`config.mk`:
```
export PLATFORM = sky130hd
export DESIGN_NAME = multitap_msg_ctrl
export DESIGN_NICKNAME = d
export VERILOG_FILES = /design/src/rtl/multitap_pkg.sv /design/src/rtl/multitap_timeout.sv /design/src/rtl/multitap_msg_ctrl.sv
export SDC_FILE = /design/constraint.sdc
export NUM_CORES = 1
export LEC_CHECK = 0
export BUFFER_PORTS_ARGS = -buffer_cell sky130_fd_sc_hd__buf_2
export CAP_MARGIN = 20
export CORE_UTILIZATION = 54
export DETAILED_ROUTE_END_ITERATION = 6
export GPL_TIMING_DRIVEN = 0
export HOLD_SLACK_MARGIN = 0.02
export PLACE_DENSITY = 0.72
export REMOVE_ABC_BUFFERS = 1
export SYNTH_ARGS = -nofsm -noshare
export SYNTH_HDL_FRONTEND = slang
export SYNTH_SLANG_ARGS = --single-unit
export TNS_END_PERCENT = 20
```
`constraint.sdc`:
```
create_clock -name clk -period 3.83 [get_ports clk]
set_clock_uncertainty 0.15 [all_clocks]
set_input_delay 0.383 -clock clk [delete_from_list [all_inputs] [get_ports clk]]
set_output_delay 0.383 -clock clk [all_outputs]
set_load 0.01 [all_outputs]
```
`src/rtl/multitap_pkg.sv`:
```
// Shared keycodes, line-feed terminator and controller state type for multitap_msg_ctrl.
// MULTITAP_TX_TERMINATOR_EN adds the TERM state.
package multitap_pkg;
    localparam logic [7:0] KEY_MODE  = 8'h28;
    localparam logic [7:0] KEY_SHIFT = 8'h84;
    localparam logic [7:0] KEY_CLR   = 8'h48;
    localparam logic [7:0] KEY_SEND  = 8'h88;
    localparam logic [7:0] CHAR_LF   = 8'h0A;

    typedef enum logic [1:0] {
        ST_IDLE,
        ST_PEND,
        ST_SEND
`ifdef MULTITAP_TX_TERMINATOR_EN
        , ST_TERM
`endif
    } state_t;
endpackage

```
`src/rtl/multitap_timeout.sv`:
```
// Idle timer for the pending multi-tap character: counts enabled cycles and
// pulses o_expire on the TIMEOUT_CYC-th one, then restarts from zero.
module multitap_timeout #(
    parameter int TIMEOUT_CYC = 1000000
) (
    input  logic clk,
    input  logic rst,
    input  logic i_clr,
    input  logic i_en,
    output logic o_expire
);
    localparam int CW = $clog2(TIMEOUT_CYC);

    logic [CW-1:0] r_cnt;

    assign o_expire = i_en && (r_cnt == CW'(TIMEOUT_CYC - 1));

    always_ff @(posedge clk or posedge rst) begin
        if (rst)
            r_cnt <= '0;
        else if (i_clr || o_expire)
            r_cnt <= '0;
        else if (i_en)
            r_cnt <= r_cnt + 1'b1;
    end
endmodule

```
`src/rtl/multitap_msg_ctrl.sv`:
```
// Multi-tap message sequencer: pending char, commit/backspace into a buffer, byte-wise send.
// Define MULTITAP_TX_TERMINATOR_EN to append a line feed after each sent message.
module multitap_msg_ctrl
    import multitap_pkg::*;
#(
    parameter int MSG_DEPTH   = 16,
    parameter int TIMEOUT_CYC = 1000000
) (
    input  logic                           clk,
    input  logic                           rst,
    input  logic                           strobe,
    input  logic [7:0]                     keycode,
    input  logic [7:0]                     char_in,
    input  logic                           tx_ready,
    output logic                           tx_valid,
    output logic [7:0]                     tx_data,
    output logic [$clog2(MSG_DEPTH+1)-1:0] msg_len,
    output logic                           pending,
    output logic [7:0]                     pending_char,
    output logic                           busy,
    output logic                           overflow
);
    localparam int LEN_W = $clog2(MSG_DEPTH + 1);
    localparam int RD_W  = $clog2(MSG_DEPTH);

    state_t           r_state, w_nxt;
    logic [7:0]       r_buf [MSG_DEPTH];
    logic [LEN_W-1:0] r_msg_len;
    logic [RD_W-1:0]  r_rd_idx;
    logic [7:0]       r_pend_char, r_pend_key;
    logic             r_overflow;

    logic w_is_char, w_full, w_last, w_expire, w_tmo_en, w_tmo_clr;
    logic w_commit, w_load, w_dec, w_tx_acc, w_send_done;

    assign w_is_char = !(keycode inside {KEY_MODE, KEY_SHIFT, KEY_CLR, KEY_SEND});
    assign w_full    = (r_msg_len == LEN_W'(MSG_DEPTH));
    assign w_last    = (LEN_W'(r_rd_idx) == r_msg_len - LEN_W'(1));
    // A strobe always restarts the timer, so it beats a same-cycle expiry.
    assign w_tmo_en  = (r_state == ST_PEND) && !strobe;
    assign w_tmo_clr = strobe && (r_state == ST_IDLE || r_state == ST_PEND);

    multitap_timeout #(.TIMEOUT_CYC(TIMEOUT_CYC)) u_tmo (
        .clk      (clk),
        .rst      (rst),
        .i_clr    (w_tmo_clr),
        .i_en     (w_tmo_en),
        .o_expire (w_expire)
    );

    always_ff @(posedge clk or posedge rst) begin
        if (rst) r_state <= ST_IDLE;
        else     r_state <= w_nxt;
    end

    always_comb begin
        w_nxt       = r_state;
        w_commit    = 1'b0;
        w_load      = 1'b0;
        w_dec       = 1'b0;
        w_tx_acc    = 1'b0;
        w_send_done = 1'b0;
        case (r_state)
            ST_IDLE: if (strobe) begin
                if (w_is_char) begin
                    w_load = 1'b1;
                    w_nxt  = ST_PEND;
                end else if (keycode == KEY_CLR) begin
                    w_dec = (r_msg_len != '0);
                end else if (keycode == KEY_SEND && r_msg_len != '0) begin
                    w_nxt = ST_SEND;
                end
            end
            ST_PEND: if (strobe) begin
                if (w_is_char) begin
                    w_commit = (keycode != r_pend_key);
                    w_load   = 1'b1;
                end else if (keycode == KEY_CLR) begin
                    w_nxt = ST_IDLE;
                end else begin
                    w_commit = 1'b1;
                    w_nxt    = (keycode == KEY_SEND) ? ST_SEND : ST_IDLE;
                end
            end else if (w_expire) begin
                w_commit = 1'b1;
                w_nxt    = ST_IDLE;
            end
            ST_SEND: if (tx_ready) begin
                w_tx_acc = 1'b1;
                if (w_last) begin
                    w_send_done = 1'b1;
`ifdef MULTITAP_TX_TERMINATOR_EN
                    w_nxt = ST_TERM;
`else
                    w_nxt = ST_IDLE;
`endif
                end
            end
`ifdef MULTITAP_TX_TERMINATOR_EN
            ST_TERM: if (tx_ready) w_nxt = ST_IDLE;
`endif
            default: w_nxt = ST_IDLE;
        endcase
    end

    always_ff @(posedge clk or posedge rst) begin
        if (rst) begin
            r_msg_len   <= '0;
            r_rd_idx    <= '0;
            r_pend_char <= '0;
            r_pend_key  <= '0;
            r_overflow  <= 1'b0;
        end else begin
            r_overflow <= w_commit && w_full;
            if (w_load) begin
                r_pend_char <= char_in;
                r_pend_key  <= keycode;
            end
            if (w_commit && !w_full) r_msg_len <= r_msg_len + 1'b1;
            if (w_dec)               r_msg_len <= r_msg_len - 1'b1;
            if (w_send_done) begin
                r_msg_len <= '0;
                r_rd_idx  <= '0;
            end else if (w_tx_acc) begin
                r_rd_idx <= r_rd_idx + 1'b1;
            end
        end
    end

    // Buffer contents need no reset: nothing reads past msg_len.
    always_ff @(posedge clk) begin
        if (w_commit && !w_full) r_buf[RD_W'(r_msg_len)] <= r_pend_char;
    end

    always_comb begin
        tx_valid = 1'b0;
        tx_data  = 8'h00;
        case (r_state)
            ST_SEND: begin
                tx_valid = 1'b1;
                tx_data  = r_buf[r_rd_idx];
            end
`ifdef MULTITAP_TX_TERMINATOR_EN
            ST_TERM: begin
                tx_valid = 1'b1;
                tx_data  = CHAR_LF;
            end
`endif
            default: ;
        endcase
    end

    assign busy         = tx_valid;
    assign pending      = (r_state == ST_PEND);
    assign pending_char = r_pend_char;
    assign msg_len      = r_msg_len;
    assign overflow     = r_overflow;
endmodule

```
**Word-level counts from Yosys, hierarchy flattened**

Memories as Yosys holds them, arrays and structs flattened.
Cells that the tools add are included.

- Register bits: 48
- RAM bits: 128
- Input bits: 20
- Logic and storage cells: 87
- Memories kept: 1

- Add/subtract/negate cells: 4
- Equal/unequal tests: 17
- Muxes and demuxes: 40
- Reduce and logical (&&, ||, !) cells: 18

Memory list:

| memory | words | width | read ports | clocked after Yosys merged registers in | wr ports | RTL line | text |
|---|---|---|---|---|---|---|---|
| r_buf | 16 | 8 | 1 | 0 | 1 | multitap_msg_ctrl.sv:27 | `logic [7:0] r_buf [MSG_DEPTH];` |

Operators with widths:

| kind | count |
|---|---|
| 2-to-1 mux 20 bit | 2 |
| 2-to-1 mux 2 bit | 11 |
| adder 20 x 1 -> 20 bit (second input constant) | 1 |
| equality test 20 bit (second input constant) | 1 |
| 2-to-1 mux 1 bit | 20 |
| equality test 8 bit (second input constant) | 2 |
| 2-to-1 mux 5 bit | 3 |
| != test 3 x 2 -> 1 bit (second input constant) | 3 |
| equality test 8 x 6 -> 1 bit (second input constant) | 1 |
| equality test 8 x 7 -> 1 bit (second input constant) | 1 |
| 2-to-1 mux 4 bit | 2 |
| 2-to-1 mux 8 bit | 1 |
| != test 8 bit | 1 |
| AND reduction 7 bit | 1 |
| logical AND 1 bit | 6 |
| != test 2 bit (second input constant) | 3 |
| one-hot mux 2 bit (3 select lines) | 1 |
| adder 5 x 1 -> 5 bit (second input constant) | 1 |
| equality test 4 x 5 -> 1 bit | 1 |
| equality test 5 bit (second input constant) | 1 |
| nonzero test 5 bit | 1 |
| subtractor 5 x 1 -> 5 bit (second input constant) | 1 |
| adder 4 x 1 -> 4 bit (second input constant) | 1 |
| nonzero test 2 bit | 2 |
| 9 further kinds | 11 |

**Logic depth before layout (Yosys ltp)**

- Depth after elaboration: 10
- Depth in mapped cells: 9

**By module**

Synthesis repeated with hierarchy kept, for this count alone.

- Cell total of the unflattened synthesis: 478
- Area, all modules: 7811.2 sq um

By module, submodules not included:

| module | instances | cells an instance | area each (sq um) |
|---|---|---|---|
| multitap_msg_ctrl | 1 | 368 | 6745.2 |
| multitap_timeout | 1 | 110 | 1066.0 |

**Worst setup path before layout**

Ideal clock, no wire load.

- Kind: input to register
- Start point: input keycode[2]
- End point: memory r_buf[10][0] (enable)
- Library setup time: 0.395 ns
- Data arrival time: 2.407 ns
- Required time: 3.285 ns
- Setup slack: 0.878 ns
- Stages: 6
- Path buffers: 1
- Cells stage by stage: or3b_1 o22a_1 a21oi_4 o21ai_2 buf_2 nor4bb_1

- Longest elaborated chain between the ends: 8
- Elaborated cells between the ends (all ways): 13

Ends and longest elaborated chain:

| element | RTL line | text |
|---|---|---|
| start: declaration | multitap_msg_ctrl.sv:12 | `input logic [7:0] keycode,` |
| equality test 8 x 6 -> 1 bit (tied with other cells) | multitap_msg_ctrl.sv:36 | `assign w_is_char = !(keycode inside {KEY_MODE, KEY_SHIFT, KEY_CLR, KEY_SEND});` |
| nonzero test 4 bit or 2-to-1 mux 1 bit (tied branches) | multitap_msg_ctrl.sv:36, multitap_msg_ctrl.sv:78 |  |
| 2-to-1 mux 1 bit * | multitap_msg_ctrl.sv:75 | `if (w_is_char) begin` |
| 2-to-1 mux 1 bit * | multitap_msg_ctrl.sv:74 | `ST_PEND: if (strobe) begin` |
| 2-to-1 mux 1 bit * | multitap_msg_ctrl.sv:63 | `case (r_state)` |
| logical AND 1 bit * | multitap_msg_ctrl.sv:132 | `if (w_commit && !w_full) r_buf[RD_W'(r_msg_len)] <= r_pend_char;` |
| 2-to-1 mux 1 bit * | multitap_msg_ctrl.sv:132 |  |
| 2-to-1 mux 1 bit (not written as such) * | multitap_msg_ctrl.sv:132 |  |
| end: declaration | multitap_msg_ctrl.sv:27 |  |

Mark *: on every way between the ends. The rest lies on a longest branch, timed or not.

**Worst setup path in the final report**

- Start point: register r_rd_idx[0]
- End point: output tx_data[0]

- Longest elaborated chain between the ends: 2

Ends and longest elaborated chain:

| element | RTL line | text |
|---|---|---|
| start: declaration | multitap_msg_ctrl.sv:29 | `logic [RD_W-1:0] r_rd_idx;` |
| start signal: assignment | multitap_msg_ctrl.sv:125 | `r_rd_idx <= r_rd_idx + 1'b1;` |
| memory (16 x 8 bit) | n/a |  |
| 2-to-1 mux 8 bit | multitap_msg_ctrl.sv:138 | `case (r_state)` |
| end: declaration | multitap_msg_ctrl.sv:16 | `output logic [7:0] tx_data,` |

No other way between the ends.

==> metrics.txt <==
Setup Fix Bufs, Post-CTS 0; Post-Synth Simple-Gate Area 0.102; part of the power in registers 0.517; Root Driver clkbuf_16; CTS clk-pin slew, worst paths 0.06 ns; Pwr Total 4.61 mW; Yosys cell types 58; drt drc 0; final hold slack 0.0332 ns; largest family of logic cells by synthesized area multiplexers; xor and xnor area share after synthesis 0.0373; maximum vdd drop 0.372 mV; CTS buffer count 17; Clock Tree Buf Depth 2; Psw 1.21 mW; max_slew headroom 0.304; CP endpoint kind output pin; first-pass GRT wire length 23.6 mm; DR vias/cell 5.96; CTS resizes 0; max cap viols 0; average cell area after synthesis 16.2 sq um; worst reg2reg setup slack 0.67 ns; Setup CP Type flop to output pin; CP Data Required Time 3.30 ns; Worst Path Arrival 2.87 ns; asr flop ratio synth 0.273; Post-synth EDFFs 128; Pint 3.40 mW; most frequent cells in the layout 128 x edfxtp_1, 46 x dfrtp_1, 44 x buf_2; Worst R2R Start r_state[0]; largest net degree at the start of global routing 40; Via Count 4323; Hold Path Class primary input to flop; vias in the first global route 4329; Clock power frac 0.354; H-tree depth 4; Yosys warnings 0; WHS Path Cells 2; Final HPWL DP 9.84 mm; Sink Count 176; Critical R2R Capture r_buf[11][5]; Ports 45; status finished clean; clk_lat worst skew 0.43 ns; Adder-Cell Fraction of Synth Area 0.0113; Area growth syn-to-layout 14.0%; die span in x 122 um; Gate power share 0.129; Seq. cell area 0.00505 sq mm; commonest non-fill, non-tap cell in the layout edfxtp_1; Port Buffers 44; multi-input logic area 0.00262 sq mm; post-synthesis sequential area ratio 0.651; Setup violations, final 0; Synth Area in Compound Gates 0.0376; Worst Path Max Fanout 21; Worst Hold Path EP pending_char[6]; RSZ-0062 raised after global routing false; die height 122 um; routability congestion estimate 0.844; Antenna diodes 0; switching part of the total 0.263; Post-Route WL 14.7 mm; Syn Inst Count 478; initial drt markers 336; CTS tree done; Synth Register Bits 176; Main synth FF type edfxtp_1; Antenna Violating Nets Remaining 0; number of cell rows 43; initial antenna violation count 0; R2R cell count 5; per-cell routed wire length 20.3 um; Period Utilization, post-route 0.889; fmax 294 MHz; die area 0.0148 sq mm; Final #Nets 559; hold_sp char_in[6]; Period minus WS final 3.40 ns; pwr/cell area 522 mW/mm^2; share of cells above drive strength 1 0.261; Final Slew Violations 0; worst-margin pin slew 1.04 ns; 1st-pass router iterations 5; remaining global-route overflow 0; Total GRT Usage 0.218; post-synthesis mux area share 0.145; core footprint 0.0139 sq mm; hold_buf cts 5; Final Hold Fails 0; startpoint types flop; Fill cells 996; Leak Pwr 3.13 nW; Post-Syn Area 0.00775 sq mm; Starting Density 0.556
-- how the worst max path moves through the flow --
| stage | from | end | cells past startpoint |
|---|---|---|---|
| after floorplan | r_rd_idx[0] | tx_data[0] | 3 |
| after global placement | r_rd_idx[0] | tx_data[0] | 4 |
| after detailed placement | strobe | r_buf[11][7] | 6 |
| after CTS | r_rd_idx[0] | tx_data[0] | 5 |
| after global routing | r_rd_idx[0] | tx_data[0] | 5 |
| final | r_rd_idx[0] | tx_data[0] | 5 |
-- cells by family after synthesis --
kind of cell / count (synthesis)
compound gates: 34
xor+xnor: 33
fa+ha+maj: 7
buf+inv: 29
flops: 176
mux: 60
simple gates: 139
-- routing by layer --
layer / share of wire / routed length [um] / global-route usage
met1: 0.45 / 6680 / 0.315
met2: 0.48 / 7080 / 0.335
met3: 0.056 / 820 / 0.0482
met4: 0.0082 / 121 / 0.0648
met5: 0 / 0 / 0
-- area by class of cell --
class / instances / area share
clock buffer: 21 / 0.0510
clock inverter: 11 / 0.0122
inverter: 6 / 0.00255
multi-input combinational: 273 / 0.296
sequential: 176 / 0.571
tap: 180 / 0.0255
timing repair buffer: 58 / 0.0419
-- stage by stage --
| step | instances | area (sq um) | setup WS (ns) | setup TNS (ns) | util |
|---|---|---|---|---|---|
| after floorplan | 455 | 7650 | 0.547 | 0 | - |
| after global placement | 679 | 8100 | -0.142 | -1.24 | 0.581 |
| after detailed placement | 687 | 8220 | 0.626 | 0 | 0.590 |
| after CTS | 724 | 8830 | 0.348 | 0 | 0.633 |
| after global routing | 725 | 8840 | 0.283 | 0 | 0.634 |
| final | 725 | 8840 | 0.425 | 0 | 0.634 |
-- worst max-delay path, stage by stage, from the launching register on --
cell     delay, ns
dfrtp_2       0.81
buf_12        0.27
mux4_2        0.57
mux4_2        0.48
and2_1        0.17
buf_2         0.13
-- registers in the layout, indices dropped and copies added, names as in the netlist --
name          flops
msg_len           5
overflow          1
pending_char      8
r_buf           128
r_pend_key        8
r_rd_idx          4
r_state           2
u_tmo.r_cnt      20
-- cells in the mapped netlist (2+ instances only) --
cell type	n	area, sq um
o21ai_0	4	20.0
a21o_1	2	15.0
clkbuf_1	13	48.8
or3_1	2	12.5
a31oi_1	3	18.8
inv_1	6	22.5
mux2i_1	4	40.0
ha_1	7	87.6
nand2b_1	5	31.3
nor3_1	8	40.0
dfrtp_1	48	1200
and2_1	15	93.8
a2111oi_0	2	17.5
xor2_1	22	193
and3_1	9	56.3
nand2_1	22	82.6
o22a_1	2	17.5
o211ai_1	3	22.5
nor2_1	32	120
nor2b_1	4	25.0
xnor2_1	11	96.3
nand4_1	7	43.8
buf_2	9	45.0
nor4_1	5	31.3
nand3_1	12	60.1
nor4bb_1	5	50.1
mux4_2	40	901
a21oi_1	4	20.0
mux2_1	16	180
edfxtp_1	128	3840
-- power by group through the flow --
stage	combinational [mW]	sequential (mW)	clock, mW
3_3_place_gp	0.558	2.41	0
2_1_floorplan	0.397	2.38	0
6_report	0.596	2.39	1.63
4_1_cts	0.601	2.39	1.66
5_1_grt	0.656	2.41	1.74
3_5_place_dp	0.592	2.43	0
Power figures use the tool's default switching activity.
